`src/rtl/lsu_datapath.sv`:
```
// Load/store unit: takes one request at a time, issues one or two aligned memory
// accesses with byte enables, and returns sign/zero-extended load data.
module lsu_datapath #(
  parameter int XLEN             = 32,
  parameter bit ALLOW_MISALIGNED = 1'b1
) (
  input  logic              clk,
  input  logic              rst_n,
  input  logic              req_valid,
  output logic              req_ready,
  input  logic              req_store,
  input  logic [2:0]        req_funct3,
  input  logic [XLEN-1:0]   req_addr,
  input  logic [XLEN-1:0]   req_wdata,
  output logic              rsp_valid,
  output logic [XLEN-1:0]   rsp_rdata,
  output logic              rsp_fault,
  output logic              mem_read,
  output logic              mem_write,
  output logic [XLEN-1:0]   mem_address,
  output logic [XLEN-1:0]   mem_wdata,
  output logic [XLEN/8-1:0] mem_byte_enable,
  input  logic [XLEN-1:0]   mem_rdata,
  input  logic              mem_resp
);

  localparam int NB = XLEN / 8;
  localparam int OB = $clog2(NB);
  localparam int BW = 2 * NB;
  localparam int DW = 2 * XLEN;

  typedef enum logic [2:0] {
    S_IDLE  = 3'd0,
    S_ACC1  = 3'd1,
    S_ACC2  = 3'd2,
    S_DONE  = 3'd3,
    S_FAULT = 3'd4
  } state_t;

  function automatic logic legal_f3(input logic store, input logic [2:0] f3);
    logic ok;
    case (f3)
      3'b000, 3'b001, 3'b010: ok = 1'b1;
      3'b011:                 ok = (XLEN == 64);
      3'b100, 3'b101:         ok = !store;
      3'b110:                 ok = !store && (XLEN == 64);
      default:                ok = 1'b0;
    endcase
    return ok;
  endfunction

  state_t            state_r, state_nx_s;
  logic              cap_store_r, cap_unsigned_r, cap_cross_r;
  logic [1:0]        cap_size_r;
  logic [OB-1:0]     cap_off_r;
  logic [XLEN-1:0]   cap_base_r;
  logic [NB-1:0]     cap_be_hi_r;
  logic [XLEN-1:0]   cap_wd_hi_r;
  logic [DW-1:0]     rbuf_r, rbuf_s, shifted_s;

  logic              req_ready_r, rsp_valid_r, rsp_fault_r, mem_read_r, mem_write_r;
  logic [XLEN-1:0]   rsp_rdata_r, mem_address_r, mem_wdata_r;
  logic [NB-1:0]     mem_be_r;

  logic              accept_s, req_legal_s, req_cross_s, sgn_s;
  logic [OB-1:0]     req_off_s;
  logic [3:0]        req_nbytes_s;
  logic [4:0]        req_end_s;
  logic [BW-1:0]     req_be_s;
  logic [DW-1:0]     req_wd_s;
  logic [6:0]        nbits_s;
  logic [XLEN-1:0]   lowmask_s, msb_s, load_val_s;

  // Request decode: size, crossing, lane masks and lane-positioned data.
  always_comb begin
    accept_s     = req_valid & req_ready_r;
    req_legal_s  = legal_f3(req_store, req_funct3);
    req_off_s    = req_addr[OB-1:0];
    req_nbytes_s = 4'd1 << req_funct3[1:0];
    req_end_s    = 5'(req_off_s) + {1'b0, req_nbytes_s};
    req_cross_s  = req_end_s > 5'(NB);
    req_be_s     = ((BW'(1) << req_nbytes_s) - BW'(1)) << req_off_s;
    req_wd_s     = DW'(req_wdata) << {req_off_s, 3'b000};
  end

  // Next-state logic.
  always_comb begin
    state_nx_s = state_r;
    case (state_r)
      S_IDLE, S_DONE, S_FAULT: begin
        if (accept_s) begin
          if (!req_legal_s || (req_cross_s && !ALLOW_MISALIGNED)) begin
            state_nx_s = S_FAULT;
          end else begin
            state_nx_s = S_ACC1;
          end
        end else begin
          state_nx_s = S_IDLE;
        end
      end
      S_ACC1: begin
        if (mem_resp) begin
          state_nx_s = cap_cross_r ? S_ACC2 : S_DONE;
        end else begin
          state_nx_s = S_ACC1;
        end
      end
      S_ACC2: begin
        if (mem_resp) begin
          state_nx_s = S_DONE;
        end else begin
          state_nx_s = S_ACC2;
        end
      end
      default: state_nx_s = S_IDLE;
    endcase
  end

  // Load assembly: merge the returning lanes, align byte 'off' to bit 0, extend.
  always_comb begin
    rbuf_s = rbuf_r;
    if (state_r == S_ACC1 && mem_resp) begin
      rbuf_s[XLEN-1:0] = mem_rdata;
    end else begin
      rbuf_s[XLEN-1:0] = rbuf_r[XLEN-1:0];
    end
    if (state_r == S_ACC2 && mem_resp) begin
      rbuf_s[DW-1:XLEN] = mem_rdata;
    end else begin
      rbuf_s[DW-1:XLEN] = rbuf_r[DW-1:XLEN];
    end
    shifted_s  = rbuf_s >> {cap_off_r, 3'b000};
    nbits_s    = 7'd8 << cap_size_r;
    lowmask_s  = (XLEN'(1) << nbits_s) - XLEN'(1);
    msb_s      = lowmask_s & ~(lowmask_s >> 1);
    sgn_s      = !cap_unsigned_r && (|(shifted_s[XLEN-1:0] & msb_s));
    load_val_s = (shifted_s[XLEN-1:0] & lowmask_s) | (sgn_s ? ~lowmask_s : {XLEN{1'b0}});
  end

  // State, captured request and load buffer.
  always_ff @(posedge clk or negedge rst_n) begin
    if (!rst_n) begin
      state_r        <= S_IDLE;
      cap_store_r    <= 1'b0;
      cap_unsigned_r <= 1'b0;
      cap_cross_r    <= 1'b0;
      cap_size_r     <= 2'd0;
      cap_off_r      <= {OB{1'b0}};
      cap_base_r     <= {XLEN{1'b0}};
      cap_be_hi_r    <= {NB{1'b0}};
      cap_wd_hi_r    <= {XLEN{1'b0}};
      rbuf_r         <= {DW{1'b0}};
    end else begin
      state_r <= state_nx_s;
      rbuf_r  <= rbuf_s;
      if (accept_s) begin
        cap_store_r    <= req_store;
        cap_unsigned_r <= req_funct3[2];
        cap_cross_r    <= req_cross_s;
        cap_size_r     <= req_funct3[1:0];
        cap_off_r      <= req_off_s;
        cap_base_r     <= {req_addr[XLEN-1:OB], {OB{1'b0}}};
        cap_be_hi_r    <= req_be_s[BW-1:NB];
        cap_wd_hi_r    <= req_wd_s[DW-1:XLEN];
      end
    end
  end

  // Registered outputs, loaded from the state being entered.
  always_ff @(posedge clk or negedge rst_n) begin
    if (!rst_n) begin
      req_ready_r   <= 1'b1;
      rsp_valid_r   <= 1'b0;
      rsp_fault_r   <= 1'b0;
      rsp_rdata_r   <= {XLEN{1'b0}};
      mem_read_r    <= 1'b0;
      mem_write_r   <= 1'b0;
      mem_address_r <= {XLEN{1'b0}};
      mem_wdata_r   <= {XLEN{1'b0}};
      mem_be_r      <= {NB{1'b0}};
    end else begin
      req_ready_r <= state_nx_s inside {S_IDLE, S_DONE, S_FAULT};
      rsp_valid_r <= state_nx_s inside {S_DONE, S_FAULT};
      rsp_fault_r <= state_nx_s == S_FAULT;
      rsp_rdata_r <= (state_nx_s == S_DONE && !cap_store_r) ? load_val_s : {XLEN{1'b0}};
      if (accept_s && state_nx_s == S_ACC1) begin
        mem_read_r    <= !req_store;
        mem_write_r   <= req_store;
        mem_address_r <= {req_addr[XLEN-1:OB], {OB{1'b0}}};
        mem_be_r      <= req_be_s[NB-1:0];
        mem_wdata_r   <= req_wd_s[XLEN-1:0];
      end else if (state_r == S_ACC1 && state_nx_s == S_ACC2) begin
        // Second half of a split access: next word, upper halves of the lane masks.
        mem_address_r <= cap_base_r + XLEN'(NB);
        mem_be_r      <= cap_be_hi_r;
        mem_wdata_r   <= cap_wd_hi_r;
      end else if (state_nx_s == S_ACC1 || state_nx_s == S_ACC2) begin
        mem_read_r    <= mem_read_r;
        mem_write_r   <= mem_write_r;
        mem_address_r <= mem_address_r;
        mem_be_r      <= mem_be_r;
        mem_wdata_r   <= mem_wdata_r;
      end else begin
        mem_read_r    <= 1'b0;
        mem_write_r   <= 1'b0;
        mem_address_r <= {XLEN{1'b0}};
        mem_be_r      <= {NB{1'b0}};
        mem_wdata_r   <= {XLEN{1'b0}};
      end
    end
  end

  assign req_ready       = req_ready_r;
  assign rsp_valid       = rsp_valid_r;
  assign rsp_fault       = rsp_fault_r;
  assign rsp_rdata       = rsp_rdata_r;
  assign mem_read        = mem_read_r;
  assign mem_write       = mem_write_r;
  assign mem_address     = mem_address_r;
  assign mem_wdata       = mem_wdata_r;
  assign mem_byte_enable = mem_be_r;

endmodule

```
`config.mk`:
```
export PLATFORM = sky130hd
export DESIGN_NAME = lsu_datapath
export DESIGN_NICKNAME = d
export VERILOG_FILES = /design/src/rtl/lsu_datapath.sv
export SDC_FILE = /design/constraint.sdc
export NUM_CORES = 1
export LEC_CHECK = 0
export CAP_MARGIN = 20
export CORE_MARGIN = 2
export CORE_UTILIZATION = 30
export CTS_BUF_LIST = sky130_fd_sc_hd__clkbuf_8
export DETAILED_ROUTE_END_ITERATION = 10
export PLACE_DENSITY = 0.58
export SLEW_MARGIN = 40
export SYNTH_ARGS = -nofsm -noshare
export SYNTH_HDL_FRONTEND = slang
export SYNTH_SLANG_ARGS = --single-unit
export TNS_END_PERCENT = 10
```
`constraint.sdc`:
```
create_clock -name clk -period 3.1 [get_ports clk]
set_clock_uncertainty 0.2 [all_clocks]
set_input_delay 0.31 -clock clk [delete_from_list [all_inputs] [get_ports clk]]
set_output_delay 0.31 -clock clk [all_outputs]
set_load 0.05 [all_outputs]
```
==> impl_metrics.ini, run 1 <==
[placement]
io_buffers = 206
dp_cells = 1679
dp_hpwl_um = 22530
final_wtd_congestion = 0.8515

[timing]
report.final.setup_viol = 0
worst_margin_pin_slew_ns = 0.7599
slew_violations = 0
unrepaired_setup_endpoints_after_global_routing = false
slew_headroom = 0.4916
layout_min_cycle_time_ns = 2.719
maxClockFrequency_mhz = 367.7
setup-tns-final_ns = 0
final_hold_viol_count = 0
whs_ns = 0.06877
finalCritPeriodShare = 0.8772

[cells_and_area]
layout-area-overhead-vs-synth_pct = 35.27
insertedDiodeCount = 0
nNetsFinal = 1373
drive_gt1_frac = 0.1378
finish.cell_count_without_fillers = 1760
num-fill-cells = 3472

[power]
power.net_switching_w = 0.006300
power_leakage_nw = 6.520
p_per_area_nw_per_um2 = 1032
max-vdd-ir-drop_uv = 574.6
power.share.switching = 0.4168
fin_total_pwr_w = 0.01511
clkPwrFrac = 0.229
power.share.combinational = 0.449
p_seq_frac = 0.322
cellInternalPower_w = 0.008814

[drt]
vias = 8838
vias_per_cell = 5.022
drc = 0
route.antenna.remaining_nets = 0
first_pass_iters = 5
route.detailed.wl_per_inst_um = 18.61
detailedRoute.firstIterationViolations = 482
routed_wirelength_um = 32760

[global_routing]
gr-total-overflow = 0
grt_util_all_layers = 0.1727
largest_net_degree_at_the_start_of_global_routing = 92
grt_antenna_before_repair = 1
number_of_global_route_vias_before_repair = 8963
grt_first_pass_wirelength_um = 51410

[setup_path]
critical_path_required_ns = 3.33
worstPathMaxFanout = 15
critical_path_class = flip-flop to flip-flop
r2r_cells = 7
worst_setup_path_start_kind = flip-flop
r2r-end = rsp_rdata[31]
cp.arrival_ns = 2.95
timing.rr.start = state_r[2]
cp-end-kind = flip-flop
reg2reg_slack_ns = 0.38

[yosys]
yosysMostFrequentCell = dfrtp_1
synth-warning-count = 0
synth_top_cells_by_count = dfrtp_1 (226), nand2_1 (197), nor2_1 (71), mux2i_1 (68), o21ai_0 (45)
netlist_instances = 1038
synth.lib_cells_used.distinct = 61
synth.top_cells.by_area = dfrtp_1 (52%), nand2_1 (6.8%), mux2i_1 (6.3%)
synth-main-ff-cell = dfrtp_1
syn_avg_cell_area_sq_um = 10.44
synth.yosys.seq_area_share = 0.5245
async_reset_ff_frac = 1.000
synthesis.area_sq_um = 10830
yosys.area.top_type = dfrtp_1
ys_seq_elements = 227
synth-edff-count = 0
synth_top_cell_area_share = 0.5221

[floorplanning]
initial_utilization = 0.3045
boundaryPins = 209
core_sq_um = 35570
chipHeight_um = 194.0
die-width_um = 194.0
floorplan.rows = 69
fp.dieArea_sq_um = 37640

[cts]
clock-root-buffer = clkbuf_8
cts_buffer_depth = 3
cts_setup_buffers = 0
clk-insertion-delay-late_ns = 0.61
htree_levels = 2
cts-buffers-inserted = 43
tritoncts = yes
cts.sinks = 227
clk_transition_reported_paths_ns = 0.06

[min_path]
hold_critical_path_depth = 3
hold_path_class = input port to flip-flop
hp-start = req_addr[18]
worstHoldEndpoint = cap_base_r[18]

[run]
cap_violations = 0

[status]
run_status = completed
[layout by cell type (no fill, tap or decap), types with 7 or more instances in the layout]
cell / count
dfrtp_1: 224
clkdlybuf4s50_1: 204
nand2_1: 196
nor2_1: 70
mux2i_1: 67
clkbuf_8: 52
inv_1: 47
o21ai_0: 45
buf_4: 34
mux2_2: 32
a21oi_1: 30
xor2_1: 20
a22o_1: 18
nor2b_1: 16
mux4_2: 16
a22oi_1: 16
nand3_1: 15
a221o_1: 14
o21ai_1: 11
o211ai_1: 11
clkinv_2: 10
nand4_1: 9
xnor2_1: 9
and3_1: 9
a222oi_1: 8
a221oi_1: 8
buf_12: 8
a32oi_1: 7
[worst max path at each step]
stage | start | to | slack [ns] | cells after the start
6_report | state_r[2] | rsp_rdata[31] | 0.38 | 7
5_1_grt | state_r[2] | rsp_rdata[28] | 0.18 | 8
4_1_cts | state_r[2] | rsp_rdata[31] | 0.37 | 7
3_5_place_dp | mem_resp | rsp_rdata[16] | 0.006 | 8
3_3_place_gp | mem_resp | rsp_rdata[17] | 0.1 | 8
2_1_floorplan | state_r[2] | rsp_rdata[20] | 0.62 | 7
[critical path: stages, from the launching register on]
cell and delay [ns]:
dfrtp_1 0.45, and4bb_2 0.43, mux4_2 0.54, mux2i_1 0.24, o221ai_2 0.18, o31ai_4 0.28, buf_12 0.17, o21ai_0 0.08
[sequential cells by signal, indices dropped and copies added (netlist names)]
name	cells
cap_base_r	30
cap_be_hi_r	4
cap_cross_r	1
cap_off_r	2
cap_size_r	2
cap_store_r	1
cap_unsigned_r	1
cap_wd_hi_r	24
mem_address	30
mem_byte_enable	4
mem_read	1
mem_wdata	32
mem_write	1
rbuf_r	56
req_ready	1
rsp_fault	1
rsp_rdata	32
rsp_valid	1
state_r	3
[per-stage QoR]
| step | setup slack, ns | utilization | instance area (sq um) |
|---|---|---|---|
| after detailed placement | 0.005931 | 0.3829 | 13620 |
| final | 0.3806 | 0.4119 | 14650 |
| after CTS | 0.3698 | 0.4119 | 14650 |
| after global routing | 0.1766 | 0.4119 | 14650 |
| after global placement | 0.09924 | 0.3829 | 13620 |
| after floorplan | 0.6226 | - | 10840 |
[cells by family after synthesis]
logic type | share of synthesized area
buffers and inverters | 0.04216
AO/OA/AOI/OAI | 0.1346
flip-flops | 0.5245
other | 0.0003462
adder cells (fa/ha/maj) | 0.005314
AND/OR/NAND/NOR | 0.1402
XOR/XNOR | 0.02345
multiplexers | 0.1294
[cell type report]
cell class              count  area (sq um)  area share
multi-input cells         704          4736      0.3232
flip-flops and latches    227          5684      0.3880
well taps                 461         576.8     0.03937
repair buffers            250          2497      0.1705
clock inverters            27         295.3     0.02015
inverters                  39         146.4    0.009991
clock buffers              52         715.7     0.04885
[repair_timing]
action,4_1_cts,5_1_grt
endpoints found under the hold margin,87,0
setup endpoints to repair,0,0
hold buffers,2,0
resized for setup,0,0
[layer usage]
layer / vias to the layer above / track usage / part of all wire
li1: 4114 / - / -
met1: 4365 / 0.2388 / 0.46
met2: 312 / 0.2599 / 0.44
met3: 45 / 0.05792 / 0.083
met4: 2 / 0.04377 / 0.017
met5: - / 0 / 0.00049
[power by group through the flow]
stage	Sequential (W)	Clock (W)	Combinational, W
global route	0.00502	0.00367	0.00738
CTS	0.00487	0.00354	0.00686
floorplan	0.00589	0	0.00344
global placement	0.00488	0	0.00677
detailed placement	0.00489	0	0.00683
finish	0.00487	0.00346	0.00679
Note: power is estimated with default switching activity, not from simulation.
==> inputs of run 2 (changes only) <==
--- a/config.mk
+++ b/config.mk
@@ -6,11 +6,13 @@
 export NUM_CORES = 1
 export LEC_CHECK = 0
 export CAP_MARGIN = 20
+export CELL_PAD_IN_SITES_DETAIL_PLACEMENT = 1
+export CELL_PAD_IN_SITES_GLOBAL_PLACEMENT = 2
 export CORE_MARGIN = 2
 export CORE_UTILIZATION = 30
 export CTS_BUF_LIST = sky130_fd_sc_hd__clkbuf_8
 export DETAILED_ROUTE_END_ITERATION = 10
-export PLACE_DENSITY = 0.58
+export PLACE_DENSITY = 0.81
 export SLEW_MARGIN = 40
 export SYNTH_ARGS = -nofsm -noshare
 export SYNTH_HDL_FRONTEND = slang
==> impl_metrics.ini, run 2 (same netlist as run 1, synthesis figures left out) <==
[status]
run_status = completed

[global_routing]
grt_use_met2 = 0.3030
grt_util_all_layers = 0.1825
use_met1 = 0.2395
largest_net_degree_at_the_start_of_global_routing = 77
global_route.peak_usage_layer = met2
grt_first_pass_wirelength_um = 54830
grt_antenna_before_repair = 1
number_of_global_route_vias_before_repair = 9606
gr-total-overflow = 0
globalRouteMet3Util = 0.04627

[drt]
routed_wirelength_um = 34560
detailedRoute.firstIterationViolations = 283
drc = 0
vias = 8868
first_pass_iters = 4
route.detailed.wl_per_inst_um = 19.70
route.antenna.remaining_nets = 0
vias_per_cell = 5.056

[cells_and_area]
drive_gt1_frac = 0.1307
finish.cell_count_without_fillers = 1754
layout_common_cells = dfrtp_1 (224), clkdlybuf4s50_1 (204), nand2_1 (196), nor2_1 (70), mux2i_1 (67)
insertedDiodeCount = 0
post-route-cell-area_sq_um = 14460
layout.cells.most_common = dfrtp_1
nNetsFinal = 1372
largest_register = rbuf_r
largest_register_ffs = 56
layout-area-overhead-vs-synth_pct = 33.45

[cts]
tritoncts = yes
cts-buffers-inserted = 43
cts_repair_resize_count = 0
cts_buffer_depth = 3
cts.sinks = 227
clock-root-buffer = clkbuf_8
clk-insertion-delay-late_ns = 0.56
cts_hold_buf = 1
clk_transition_reported_paths_ns = 0.06
cts_setup_buffers = 0
htree_levels = 2

[setup_path]
critical_path_class = flip-flop to flip-flop
r2r-end = mem_wdata[20]
worst_setup_path_start_kind = flip-flop
critical_path_required_ns = 3.33
r2r_cells = 8
cp.arrival_ns = 2.98
worstPathMaxFanout = 9
critical_path.startpoint = state_r[0]
timing.rr.start = state_r[0]
reg2reg_slack_ns = 0.35
cp-end-kind = flip-flop

[timing]
finalCritPeriodShare = 0.8879
worst_margin_pin_slew_ns = 0.6616
slew_headroom = 0.5590
unrepaired_setup_endpoints_after_global_routing = false
final_hold_viol_count = 0
report.final.setup_viol = 0
whs_ns = 0.1245
final.setup.worst_slack_ns = 0.3474
layout_min_cycle_time_ns = 2.753
maxClockFrequency_mhz = 363.3
setup-tns-final_ns = 0
slew_violations = 0

[floorplanning]
fp.dieArea_sq_um = 37640
boundaryPins = 209
core_sq_um = 35570
die-width_um = 194.0
initial_utilization = 0.3045
chipHeight_um = 194.0
floorplan.rows = 69

[power]
power_leakage_nw = 6.441
p_per_area_nw_per_um2 = 1012
max-vdd-ir-drop_uv = 562.8

[placement]
dp_hpwl_um = 23770
final_wtd_congestion = 0.8075
io_buffers = 206
dp_cells = 1679
placement.cell_area_sq_um = 13600
preCtsSetupSlack_ns = 0.01176

[min_path]
worstHoldEndpoint = cap_base_r[18]
hold_critical_path_depth = 3
hold_path_class = input port to flip-flop
hp-start = req_addr[18]

[run]
cap_violations = 0
-- run 2: through the flow --
stage                     power (W)    util
after floorplan            0.009333       -
after global placement      0.01161  0.3822
after detailed placement    0.01180  0.3822
after CTS                   0.01484  0.4064
after global routing        0.01561  0.4064
final                       0.01463  0.4064
-- run 2: how the worst max path moves through the flow --
stage                     slack [ns]  cells after the start            end
after floorplan                 0.62                      7  rsp_rdata[20]
after global placement          0.12                      8  rsp_rdata[16]
after detailed placement        0.01                      8  rsp_rdata[16]
after CTS                       0.34                      7  rsp_rdata[16]
after global routing            0.12                      8  mem_wdata[20]
final                           0.35                      8  mem_wdata[20]
-- run 2: area by class of cell --
type,instances,area [sq um]
fill,3996,21110
sequential,227,5684
multi-input combinational,704,4736
timing repair buffer,249,2462
clock buffer,53,729.5
tap,461,576.8
inverter,39,146.4
clock inverter,21,120.1
-- run 2: metal layers --
layer,up-vias,routed length (um),part of all wire
met5,-,0,0
met4,0,513,0.015
met3,45,2195,0.064
met2,248,16540,0.48
met1,4467,15310,0.44
li1,4108,-,-
-- run 2: critical path: stages, from the launching register on --
cell      delay, ns
dfrtp_1        0.48
and3b_1        0.23
o21ai_0        0.35
o22a_1         0.34
buf_4          0.26
nor3_2         0.06
buf_4          0.19
a222oi_1       0.39
a21oi_1        0.12
-- run 2: power by group --
group          leakage (nW)  switching [W]  internal (W)  total [W]
combinational          3.03        0.00419       0.00262    0.00681
sequential             2.92       0.000785       0.00410    0.00488
clock                 0.489        0.00132       0.00162    0.00294
total                  6.44        0.00629       0.00833     0.0146
==> inputs of run 3 (changes only) <==
--- a/config.mk
+++ b/config.mk
@@ -9,10 +9,11 @@
 export CELL_PAD_IN_SITES_DETAIL_PLACEMENT = 1
 export CELL_PAD_IN_SITES_GLOBAL_PLACEMENT = 2
 export CORE_MARGIN = 2
-export CORE_UTILIZATION = 30
+export CORE_UTILIZATION = 34
 export CTS_BUF_LIST = sky130_fd_sc_hd__clkbuf_8
 export DETAILED_ROUTE_END_ITERATION = 10
-export PLACE_DENSITY = 0.81
+export PLACE_DENSITY = 0.89
+export REMOVE_ABC_BUFFERS = 1
 export SLEW_MARGIN = 40
 export SYNTH_ARGS = -nofsm -noshare
 export SYNTH_HDL_FRONTEND = slang
==> impl_metrics.ini, run 3 (same netlist as run 1, synthesis figures left out) <==
[placement]
dp_hpwl_um = 23310
final_wtd_congestion = 0.8058
preCtsSetupSlack_ns = 0.02623
io_buffers = 206

[cells_and_area]
drive_gt1_frac = 0.1232
layout-area-overhead-vs-synth_pct = 32.31
largest_register_ffs = 56
largest_register = rbuf_r
layout.cells.most_common = dfrtp_1
finish.utilization = 0.4553
nNetsFinal = 1365
layout_common_cells = dfrtp_1 (224), clkdlybuf4s50_1 (204), nand2_1 (196), nor2_1 (70), mux2i_1 (67)

[cts]
clk-insertion-delay-late_ns = 0.56
clock-root-buffer = clkbuf_8
cts.sinks = 227
cts_repair_resize_count = 0
htree_levels = 2
cts_buffer_depth = 3
clk_transition_reported_paths_ns = 0.06
cts_setup_buffers = 0
cts-buffers-inserted = 41
tritoncts = yes
cts_hold_buf = 2

[global_routing]
gr-total-overflow = 0
largest_net_degree_at_the_start_of_global_routing = 87
grt_util_all_layers = 0.2078
grt_antenna_before_repair = 4
number_of_global_route_vias_before_repair = 9734
grt_first_pass_wirelength_um = 54790

[drt]
vias_per_cell = 5.287
first_pass_iters = 5
vias = 8914
detailedRoute.firstIterationViolations = 590
routed_wirelength_um = 33870
route.detailed.wl_per_inst_um = 20.09
drc = 0
route.antenna.remaining_nets = 0

[timing]
unrepaired_setup_endpoints_after_global_routing = false
slew_headroom = 0.5218
final.setup.worst_slack_ns = 0.3940
worst_margin_pin_slew_ns = 0.7158
finalCritPeriodShare = 0.8729
final_hold_viol_count = 0
slew_violations = 0
layout_min_cycle_time_ns = 2.706
maxClockFrequency_mhz = 369.6
report.final.setup_viol = 0

[run]
cap_violations = 0

[power]
power_leakage_nw = 6.401
p_per_area_nw_per_um2 = 1011
max-vdd-ir-drop_uv = 583.8

[status]
run_status = completed

[floorplanning]
chipHeight_um = 182.5
floorplan.rows = 65
initial_utilization = 0.3441
die-width_um = 182.5
core_sq_um = 31470
boundaryPins = 209
fp.dieArea_sq_um = 33300

[min_path]
hold_path_class = input port to asynchronous set/reset pin

[setup_path]
worst_setup_path_start_kind = flip-flop
critical_path_required_ns = 3.29
critical_path_class = flip-flop to flip-flop
worstPathMaxFanout = 15
cp-end-kind = flip-flop
cp.arrival_ns = 2.90
[run 3: cell count changes in the layout (fill, tap and decap cells not counted)]
cell	change
clkbuf_8	-3
buf_4	-9
inv_1	-1
clkinvlp_4	-1
buf_12	+3
clkinv_2	-1
diode_2	+2
dlygate4sd3_1	+1
[run 3: worst paths after layout]
| check | startpoint | depth (start not counted) | endpoint | slack, ns |
|---|---|---|---|---|
| worst max-delay path | state_r[0] | 7 | rsp_rdata[17] | 0.39 |
| worst min-delay path | rst_n | 2 | rsp_rdata[2] | 0.02 |
| worst max register to register | state_r[0] | 7 | rsp_rdata[17] | 0.39 |
| worst min register to register | mem_wdata[4] | 2 | mem_wdata[4] | 0.27 |
| max in group asynchronous | rst_n | 3 | cap_base_r[25] | 1.87 |
| min in group clk | req_addr[14] | 3 | cap_base_r[14] | 0.11 |
[run 3: power by group]
part	internal [W]	switching, W	leakage [nW]
Combinational	0.00262	0.00417	3.02
Sequential	0.00410	0.000807	2.92
Clock	0.00153	0.00126	0.458
[run 3: through the flow]
step / hold WS [ns] / total power [W] / setup TNS (ns) / instances / instance area, sq um
floorplan: -0.1856 / 0.009172 / -160.20 / 970 / 10530
global route: 0.02639 / 0.01547 / 0 / 1685 / 14330
global placement: 0.0003588 / 0.01154 / 0 / 1614 / 13510
CTS: 0.01119 / 0.01464 / 0 / 1684 / 14330
detailed placement: 0.005443 / 0.01177 / 0 / 1614 / 13510
finish: 0.02316 / 0.01449 / 0 / 1686 / 14330
[run 3: per-layer routing]
layer	vias up	wire length, um	global-route usage
li1	4090	-	-
met4	4	526	0.05065
met5	-	27	0
met1	4529	15060	0.2743
met3	40	1936	0.04650
met2	251	16330	0.3478
[run 3: area by class of cell]
class / count / area [sq um]
antenna: 2 / 5.005
sequential: 227 / 5684
inverter: 39 / 146.4
tap: 402 / 503.0
timing repair buffer: 244 / 2465
fill: 3462 / 17140
clock buffer: 50 / 688.2
multi-input combinational: 704 / 4736
clock inverter: 18 / 103.9
[run 3: critical path, stage by stage (launching register included)]
cell and delay [ns]:
dfrtp_1 0.48, and4bb_2 0.34, mux4_2 0.54, mux2i_1 0.25
o221ai_2 0.18, o31ai_4 0.28, buf_12 0.17, o21ai_0 0.09
